==> src/rtl/tft_pkg.sv <==
// -----------------------------------------------------------------------------
// tft_pkg -- shared definitions for the TFT rectangle-fill engine.
//
// Holds the panel geometry, the MIPI-DCS window/memory-write opcodes, the
// D/C line encodings, the fill FSM state type and the counter widths used by
// tft_rect_fill and tft_byte_tx.
//
// Optional feature: TFT_FILL_RGB565_EN (see tft_rect_fill) selects 2-byte
// RGB565 pixels instead of the default 3-byte RGB666 stream.
// -----------------------------------------------------------------------------
package tft_pkg;

  localparam int unsigned PANEL_W = 320;
  localparam int unsigned PANEL_H = 480;

  localparam logic [7:0] CMD_CASET = 8'h2A;
  localparam logic [7:0] CMD_RASET = 8'h2B;
  localparam logic [7:0] CMD_RAMWR = 8'h2C;

  localparam logic DC_CMD  = 1'b0;
  localparam logic DC_DATA = 1'b1;

  // Cycles to wait for the transmitter to raise busy before assuming the
  // byte went out anyway.
  localparam int unsigned ACK_TIMEOUT = 4;

  // CASET + 4 data, RASET + 4 data, RAMWR.
  localparam int unsigned HDR_BYTES = 11;

  // 320 * 480 = 153600 pixels fits in 18 bits.
  localparam int unsigned PIX_CNT_W = 18;

  typedef enum logic [2:0] {
    ST_IDLE,
    ST_SEND,
    ST_WAIT_ACK,
    ST_WAIT_DONE,
    ST_FINISH
  } fill_state_e;

  // Upper byte of a 9-bit coordinate, zero-extended.
  function automatic logic [7:0] coord_hi(input logic [8:0] v);
    return {7'b0, v[8]};
  endfunction

endpackage

==> src/rtl/tft_byte_tx.sv <==
// -----------------------------------------------------------------------------
// tft_byte_tx -- single-byte handshake towards the TFT byte transmitter.
//
// When req is high and the transmitter is idle, registers dc/data onto the
// tft_* lines and pulses tft_transmit for one cycle. It then watches tft_busy
// for up to ACK_TIMEOUT cycles and pulses ack when busy is seen high or the
// window expires (a transmitter that never reports busy is treated as having
// taken the byte). The caller waits for tft_busy to fall before the next req.
//
// Ports:
//   clk, rst        clock, synchronous active-low reset
//   req             send the byte on dc/data (honoured only while !tft_busy)
//   dc, data        byte and D/C flag to send
//   tft_busy        transmitter busy
//   ack             one-cycle: strobe acknowledged (busy seen or timeout)
//   tft_dc/data     held from one strobe to the next
//   tft_transmit    one-cycle send strobe
// -----------------------------------------------------------------------------
module tft_byte_tx
  import tft_pkg::*;
(
  input  logic       clk,
  input  logic       rst,
  input  logic       req,
  input  logic       dc,
  input  logic [7:0] data,
  input  logic       tft_busy,
  output logic       ack,
  output logic       tft_dc,
  output logic [7:0] tft_data,
  output logic       tft_transmit
);

  localparam int unsigned TMO_W = $clog2(ACK_TIMEOUT);

  logic             tx_q,   tx_d;
  logic             dc_q,   dc_d;
  logic [7:0]       data_q, data_d;
  logic             wait_q, wait_d;
  logic [TMO_W-1:0] tmo_q,  tmo_d;
  logic             tmo_hit;

  // NOTE: every _d signal is given its default first, so no path through
  // this block leaves a value unassigned and no latch is inferred.
  always_comb begin
    tx_d   = 1'b0;
    dc_d   = dc_q;
    data_d = data_q;
    wait_d = wait_q;
    tmo_d  = tmo_q;

    tmo_hit = (tmo_q == TMO_W'(ACK_TIMEOUT - 1));
    ack     = wait_q && (tft_busy || tmo_hit);

    if (req && !tft_busy) begin
      tx_d   = 1'b1;
      dc_d   = dc;
      data_d = data;
    end

    // The ack window opens the cycle after the strobe is on the wire.
    if (tx_q) begin
      wait_d = 1'b1;
      tmo_d  = '0;
    end else if (wait_q) begin
      if (ack) wait_d = 1'b0;
      else     tmo_d  = tmo_q + 1'b1;
    end
  end

  // NOTE: reset is synchronous, so it is just the first branch inside the
  // clocked block; non-blocking assignments make every flop sample the
  // pre-edge values regardless of statement order.
  always_ff @(posedge clk) begin
    if (!rst) begin
      tx_q   <= 1'b0;
      dc_q   <= DC_CMD;
      data_q <= 8'h00;
      wait_q <= 1'b0;
      tmo_q  <= '0;
    end else begin
      tx_q   <= tx_d;
      dc_q   <= dc_d;
      data_q <= data_d;
      wait_q <= wait_d;
      tmo_q  <= tmo_d;
    end
  end

  assign tft_transmit = tx_q;
  assign tft_dc       = dc_q;
  assign tft_data     = data_q;

endmodule

==> src/rtl/tft_rect_fill.sv <==
// -----------------------------------------------------------------------------
// tft_rect_fill -- fill a rectangle of a 320x480 TFT with one colour.
//
// On a valid start in IDLE, captures the bounds and colour, then emits
// CASET x0,x1 / RASET y0,y1 / RAMWR followed by (x1-x0+1)*(y1-y0+1) pixels
// through tft_byte_tx. Out-of-range or inverted bounds pulse err instead.
//
// Configuration macro: TFT_FILL_RGB565_EN -- when defined each pixel is two
// bytes {R[7:3],G[7:5]}, {G[4:2],B[7:3]}; otherwise three bytes R, G, B.
//
// Ports:
//   clk, rst             clock, synchronous active-low reset
//   start                request, sampled only in IDLE
//   x0, x1, y0, y1       inclusive column/row bounds
//   color                {R,G,B}
//   tft_busy             transmitter busy
//   tft_dc/data/transmit byte interface to the transmitter
//   busy                 fill in progress (every state but IDLE)
//   done                 one-cycle completion pulse
//   err                  one-cycle pulse on a rejected request
// -----------------------------------------------------------------------------
module tft_rect_fill
  import tft_pkg::*;
(
  input  logic        clk,
  input  logic        rst,
  input  logic        start,
  input  logic [8:0]  x0,
  input  logic [8:0]  x1,
  input  logic [8:0]  y0,
  input  logic [8:0]  y1,
  input  logic [23:0] color,
  input  logic        tft_busy,
  output logic        tft_dc,
  output logic [7:0]  tft_data,
  output logic        tft_transmit,
  output logic        busy,
  output logic        done,
  output logic        err
);

`ifdef TFT_FILL_RGB565_EN
  localparam logic [1:0] LAST_COMP = 2'd1;
`else
  localparam logic [1:0] LAST_COMP = 2'd2;
`endif

  fill_state_e          state_q,    state_d;
  logic [8:0]           x0_q,       x0_d;
  logic [8:0]           x1_q,       x1_d;
  logic [8:0]           y0_q,       y0_d;
  logic [8:0]           y1_q,       y1_d;
  logic [23:0]          color_q,    color_d;
  logic [PIX_CNT_W-1:0] pix_left_q, pix_left_d;
  logic [3:0]           hdr_idx_q,  hdr_idx_d;
  logic [1:0]           comp_q,     comp_d;
  logic                 err_q,      err_d;

  logic                 req_ok;
  logic [8:0]           w_span, h_span;
  logic [PIX_CNT_W-1:0] npix;
  logic                 in_pixels, last_byte;
  logic                 cur_dc;
  logic [7:0]           cur_data;
  logic                 tx_req, tx_ack;
  logic [7:0]           r_b, g_b, b_b;

  // Request validation and pixel count straight from the inputs, used only
  // on the start cycle.
  always_comb begin
    req_ok = (x1 >= x0) && (y1 >= y0) &&
             (x1 <= 9'(PANEL_W - 1)) && (y1 <= 9'(PANEL_H - 1));
    w_span = x1 - x0 + 9'd1;
    h_span = y1 - y0 + 9'd1;
    npix   = PIX_CNT_W'(w_span) * PIX_CNT_W'(h_span);
  end

  // Byte currently owed to the panel: 11 header bytes, then pixel components.
  always_comb begin
    {r_b, g_b, b_b} = color_q;
    in_pixels = (hdr_idx_q == 4'(HDR_BYTES));
    last_byte = in_pixels && (comp_q == LAST_COMP) && (pix_left_q == PIX_CNT_W'(1));
    cur_dc    = DC_DATA;
    cur_data  = 8'h00;
    case (hdr_idx_q)
      4'd0:    begin cur_dc = DC_CMD; cur_data = CMD_CASET; end
      4'd1:    cur_data = coord_hi(x0_q);
      4'd2:    cur_data = x0_q[7:0];
      4'd3:    cur_data = coord_hi(x1_q);
      4'd4:    cur_data = x1_q[7:0];
      4'd5:    begin cur_dc = DC_CMD; cur_data = CMD_RASET; end
      4'd6:    cur_data = coord_hi(y0_q);
      4'd7:    cur_data = y0_q[7:0];
      4'd8:    cur_data = coord_hi(y1_q);
      4'd9:    cur_data = y1_q[7:0];
      4'd10:   begin cur_dc = DC_CMD; cur_data = CMD_RAMWR; end
      default: begin
`ifdef TFT_FILL_RGB565_EN
        if (comp_q == 2'd0) cur_data = {r_b[7:3], g_b[7:5]};
        else                cur_data = {g_b[4:2], b_b[7:3]};
`else
        case (comp_q)
          2'd0:    cur_data = r_b;
          2'd1:    cur_data = g_b;
          default: cur_data = b_b;
        endcase
`endif
      end
    endcase
  end

  always_comb begin
    state_d    = state_q;
    x0_d       = x0_q;
    x1_d       = x1_q;
    y0_d       = y0_q;
    y1_d       = y1_q;
    color_d    = color_q;
    pix_left_d = pix_left_q;
    hdr_idx_d  = hdr_idx_q;
    comp_d     = comp_q;
    err_d      = 1'b0;
    tx_req     = 1'b0;

    case (state_q)
      ST_IDLE: begin
        if (start) begin
          if (req_ok) begin
            x0_d       = x0;
            x1_d       = x1;
            y0_d       = y0;
            y1_d       = y1;
            color_d    = color;
            pix_left_d = npix;
            hdr_idx_d  = '0;
            comp_d     = '0;
            state_d    = ST_SEND;
          end else begin
            err_d = 1'b1;
          end
        end
      end
      ST_SEND: begin
        // tft_byte_tx strobes on exactly this condition.
        tx_req = 1'b1;
        if (!tft_busy) state_d = ST_WAIT_ACK;
      end
      ST_WAIT_ACK: begin
        if (tx_ack) state_d = ST_WAIT_DONE;
      end
      ST_WAIT_DONE: begin
        if (!tft_busy) begin
          if (last_byte) begin
            state_d = ST_FINISH;
          end else begin
            state_d = ST_SEND;
            if (!in_pixels) begin
              hdr_idx_d = hdr_idx_q + 4'd1;
            end else if (comp_q == LAST_COMP) begin
              comp_d     = '0;
              pix_left_d = pix_left_q - PIX_CNT_W'(1);
            end else begin
              comp_d = comp_q + 2'd1;
            end
          end
        end
      end
      ST_FINISH: state_d = ST_IDLE;
      default:   state_d = ST_IDLE;
    endcase
  end

  always_ff @(posedge clk) begin
    if (!rst) begin
      state_q    <= ST_IDLE;
      x0_q       <= '0;
      x1_q       <= '0;
      y0_q       <= '0;
      y1_q       <= '0;
      color_q    <= '0;
      pix_left_q <= '0;
      hdr_idx_q  <= '0;
      comp_q     <= '0;
      err_q      <= 1'b0;
    end else begin
      state_q    <= state_d;
      x0_q       <= x0_d;
      x1_q       <= x1_d;
      y0_q       <= y0_d;
      y1_q       <= y1_d;
      color_q    <= color_d;
      pix_left_q <= pix_left_d;
      hdr_idx_q  <= hdr_idx_d;
      comp_q     <= comp_d;
      err_q      <= err_d;
    end
  end

  tft_byte_tx u_byte_tx (
    .clk          (clk),
    .rst          (rst),
    .req          (tx_req),
    .dc           (cur_dc),
    .data         (cur_data),
    .tft_busy     (tft_busy),
    .ack          (tx_ack),
    .tft_dc       (tft_dc),
    .tft_data     (tft_data),
    .tft_transmit (tft_transmit)
  );

  assign busy = (state_q != ST_IDLE);
  assign done = (state_q == ST_FINISH);
  assign err  = err_q;

endmodule

==> config.mk <==
export PLATFORM = sky130hd
export DESIGN_NAME = tft_rect_fill
export DESIGN_NICKNAME = d
export VERILOG_FILES = /design/src/rtl/tft_pkg.sv /design/src/rtl/tft_byte_tx.sv /design/src/rtl/tft_rect_fill.sv
export SDC_FILE = /design/constraint.sdc
export NUM_CORES = 1
export LEC_CHECK = 0
export ABC_AREA = 1
export BUFFER_PORTS_ARGS = -buffer_cell sky130_fd_sc_hd__buf_2
export CAP_MARGIN = 20
export CELL_PAD_IN_SITES_DETAIL_PLACEMENT = 1
export CELL_PAD_IN_SITES_GLOBAL_PLACEMENT = 2
export CORE_MARGIN = 10
export CORE_UTILIZATION = 34
export DETAILED_ROUTE_END_ITERATION = 8
export GPL_TIMING_DRIVEN = 0
export PLACE_DENSITY_LB_ADDON = 0.1
export SYNTH_ARGS = -nofsm -noshare
export SYNTH_HDL_FRONTEND = slang
export SYNTH_SLANG_ARGS = --single-unit
==> constraint.sdc <==
create_clock -name clk -period 7 [get_ports clk]
set_input_delay 0.7 -clock clk [delete_from_list [all_inputs] [get_ports clk]]
set_output_delay 0.7 -clock clk [all_outputs]
set_load 0.02 [all_outputs]
==> impl_metrics.yaml <==
setup_path:
  crit_fanout: 9
  setup.worst_path.end_class: "register"
  required_ns: 7.29
  reg2regPathDepth: 9
  reg2reg_from: "hdr_idx_q[0]$_SDFFE_PN0P_"
  reg2reg_to: "u_byte_tx.tft_data[0]$_SDFFE_PN0P_"
  arrival_ns: 6.78
  critical_path_class: "in -> reg"
  r2r_slack_ns: 4.82
  cp-start-kind: "primary input"
synthesis:
  yosysTopAreaCell: "dfxtp_1"
  syn-cell-area_sq_mm: 0.009191
  yosysMostFrequentCell: "nand2_1"
  syn_avg_cell_area_sq_um: 6.446
  yosysSeqAreaShare_pct: 22.00
  synth_commonest_cells: "346 x nand2_1, 272 x nor2_1, 266 x inv_1"
  yosysWarnings: 0
  async_reset_ff_share_pct: 0
  synth_ff_type: "dfxtp_1"
  synth-seq-cells: 101
  synth_edf_count: 0
  netlist.area_leader.share_pct: 22.00
  synth.distinct_cells: 42
  syn_inst: 1426
  synth.net_count: 1628
  yosys-top-cells-area: "dfxtp_1 22%, nand2_1 14%, fa_1 12%"
timing:
  fin_crit_sh_pct: 92.65
  setup_viol: 0
  hold_violations: 0
  slew_violations: 0
  whs_ns: 0.4670
  skew_ns: 0.01837
  max_clock_freq_mhz: 154.2
  slew_headroom_pct: 42.32
  rsz0062_at_grt: "false"
  tightest_slew_ns: 0.8590
  worst_slack_ns: 0.5148
  final.min_clock_period_ns: 6.485
worst_hold_path:
  hold_depth: 2
  worstHoldEndpoint: "u_byte_tx.tft_data[2]$_SDFFE_PN0P_"
  hp-class: "reg -> reg"
  hp-start: "u_byte_tx.tft_data[2]$_SDFFE_PN0P_"
drt:
  wl_per_cell_um: 16.06
  drt-total-wl_mm: 29.86
  dr.pass1.iters: 4
  antenna_left: 0
  drt-initial-drc-count: 244
  drc_errors: 0
  vias: 8806
  via_per_inst: 4.737
grt:
  grt_pass1_wl_mm: 49.02
  overflow: 0
  antenna_found_initial: 0
  grtUsageTotal_pct: 18.12
  first_global_vias: 9437
  grt_max_degree: 21
layout:
  final_nets: 1715
  syn_to_final_growth_pct: 12.46
  antennaDiodeCount: 0
  utilization_pct: 38.57
  drive_gt1_share_pct: 8.827
clock_tree:
  cts_tree: "built"
  cts-root-buf: "clkbuf_16"
  insertion_delay_ns: 0.36
  cts-htree-levels: 3
  hold_buffers: 0
  post_cts_buffers: 0
  cts_max_path_buffers: 2
  clock-sinks: 101
  clk_pin_slew_worst_paths_ns: 0.09
  cts-buffers-inserted: 9
place:
  place_congestion: 0.8325
  dp_slack_ns: -0.06363
  post-dp-hpwl_mm: 24.55
  io_buffers: 76
die:
  boundaryPins: 77
  coreArea_sq_mm: 0.02680
  dieArea_sq_mm: 0.03401
  rows: 60
  die_x_um: 184.4
  start_util_pct: 34.30
  die_h_um: 184.4
run:
  maxCapViolations: 0
run_status:
  status: "finished, final reports clean"
metrics by stage:
step                area (sq um)  setup TNS [ns]  std cells
global route               10340               0       1859
finish                     10340               0       1859
CTS                        10320               0       1859
detailed placement          9998         -0.2159       1843
global placement            9998         -0.1284       1843
floorplan                   9191               0       1426
logic make-up after synthesis:
kind of cell | after synthesis | synth area share (%)
AND/OR/NAND/NOR | 724 | 31.98
AO/OA/AOI/OAI | 141 | 8.358
adder cells (fa/ha/maj) | 138 | 23.44
XOR/XNOR | 13 | 1.239
flip-flops | 101 | 22.00
buffers and inverters | 309 | 12.99
per-layer routing:
metal	track usage, %	part of all wire [%]
met2	32.46	49
met1	22.90	47
met3	2.304	3.0
met5	0	0
met4	2.884	0.87
worst max-delay path, cell delays in order:
cell and delay, ns:
buf_2 0.11, inv_1 0.05, ha_1 0.17, inv_1 0.06, fa_1 0.60, nor2_1 0.10
a221oi_1 0.27, nand2_1 0.11, xor2_1 0.63, or2_2 0.25, fa_1 0.45, fa_1 0.56
inv_1 0.06, fa_1 0.53, inv_1 0.06, fa_1 0.54, inv_1 0.05, ha_1 0.37
a21oi_1 0.30, o21ai_0 0.18, nand2_1 0.10, nand3_1 0.09, nand2_1 0.07, nand2_1 0.04
o21ai_0 0.15, nor2_1 0.05, nor2_1 0.12
worst max path at each step:
stage	start	end	slack [ns]	cells after the start
6_report	y0[5]	pix_left_q[15]$_SDFFE_PN0P_	0.51	27
5_1_grt	y0[5]	pix_left_q[17]$_SDFFE_PN0P_	0.009	28
4_1_cts	y0[3]	pix_left_q[17]$_SDFFE_PN0P_	0.31	30
3_5_place_dp	y0[3]	pix_left_q[17]$_SDFFE_PN0P_	-0.06	30
2_1_floorplan	y0[3]	pix_left_q[11]$_SDFFE_PN0P_	1.06	26
3_3_place_gp	y0[3]	pix_left_q[11]$_SDFFE_PN0P_	-0.06	27
sequential cells by signal, summed over array words and instances, names as in the netlist:
register	flops
err	1
x1_q	9
y1_q	9
hdr_idx_q	4
x0_q	9
color_q	24
pix_left_q	18
u_byte_tx.tft_transmit	1
u_byte_tx.tft_dc	1
u_byte_tx.wait_q	1
y0_q	9
u_byte_tx.tft_data	8
comp_q	2
state_q	3
u_byte_tx.tmo_q	2
placed cells by master, fill, tap and decap left out, types with 14 or more instances in the layout:
cell	synthesis	layout
buf_2	15	91
nand3_1	44	44
a21oi_1	61	61
nand4_1	23	23
nand2_1	346	346
nor2_1	272	272
ha_1	81	81
dfxtp_1	101	101
o22ai_1	21	21
inv_1	266	266
clkbuf_1	17	17
nor3_1	14	14
fa_1	57	57
o21ai_0	46	46
area by class of cell:
| type | instances | area (sq um) |
|---|---|---|
| multi-input cells | 1016 | 5991 |
| plain buffers | 38 | 176.4 |
| flip-flops and latches | 101 | 2022 |
| clock buffers | 9 | 225.2 |
| repair buffers | 76 | 380.4 |
| inverters | 271 | 1017 |
| fillers | 3584 | 16460 |
| well taps | 341 | 426.7 |
| clock inverters | 7 | 97.59 |
timing repair:
action	CTS	global route
gates resized for setup	0	2
endpoints found under the setup margin	0	8
hold endpoints to repair	0	0
Power is not shown: default switching activity piles up to over one toggle a cycle in this logic, so the estimate is an artifact.
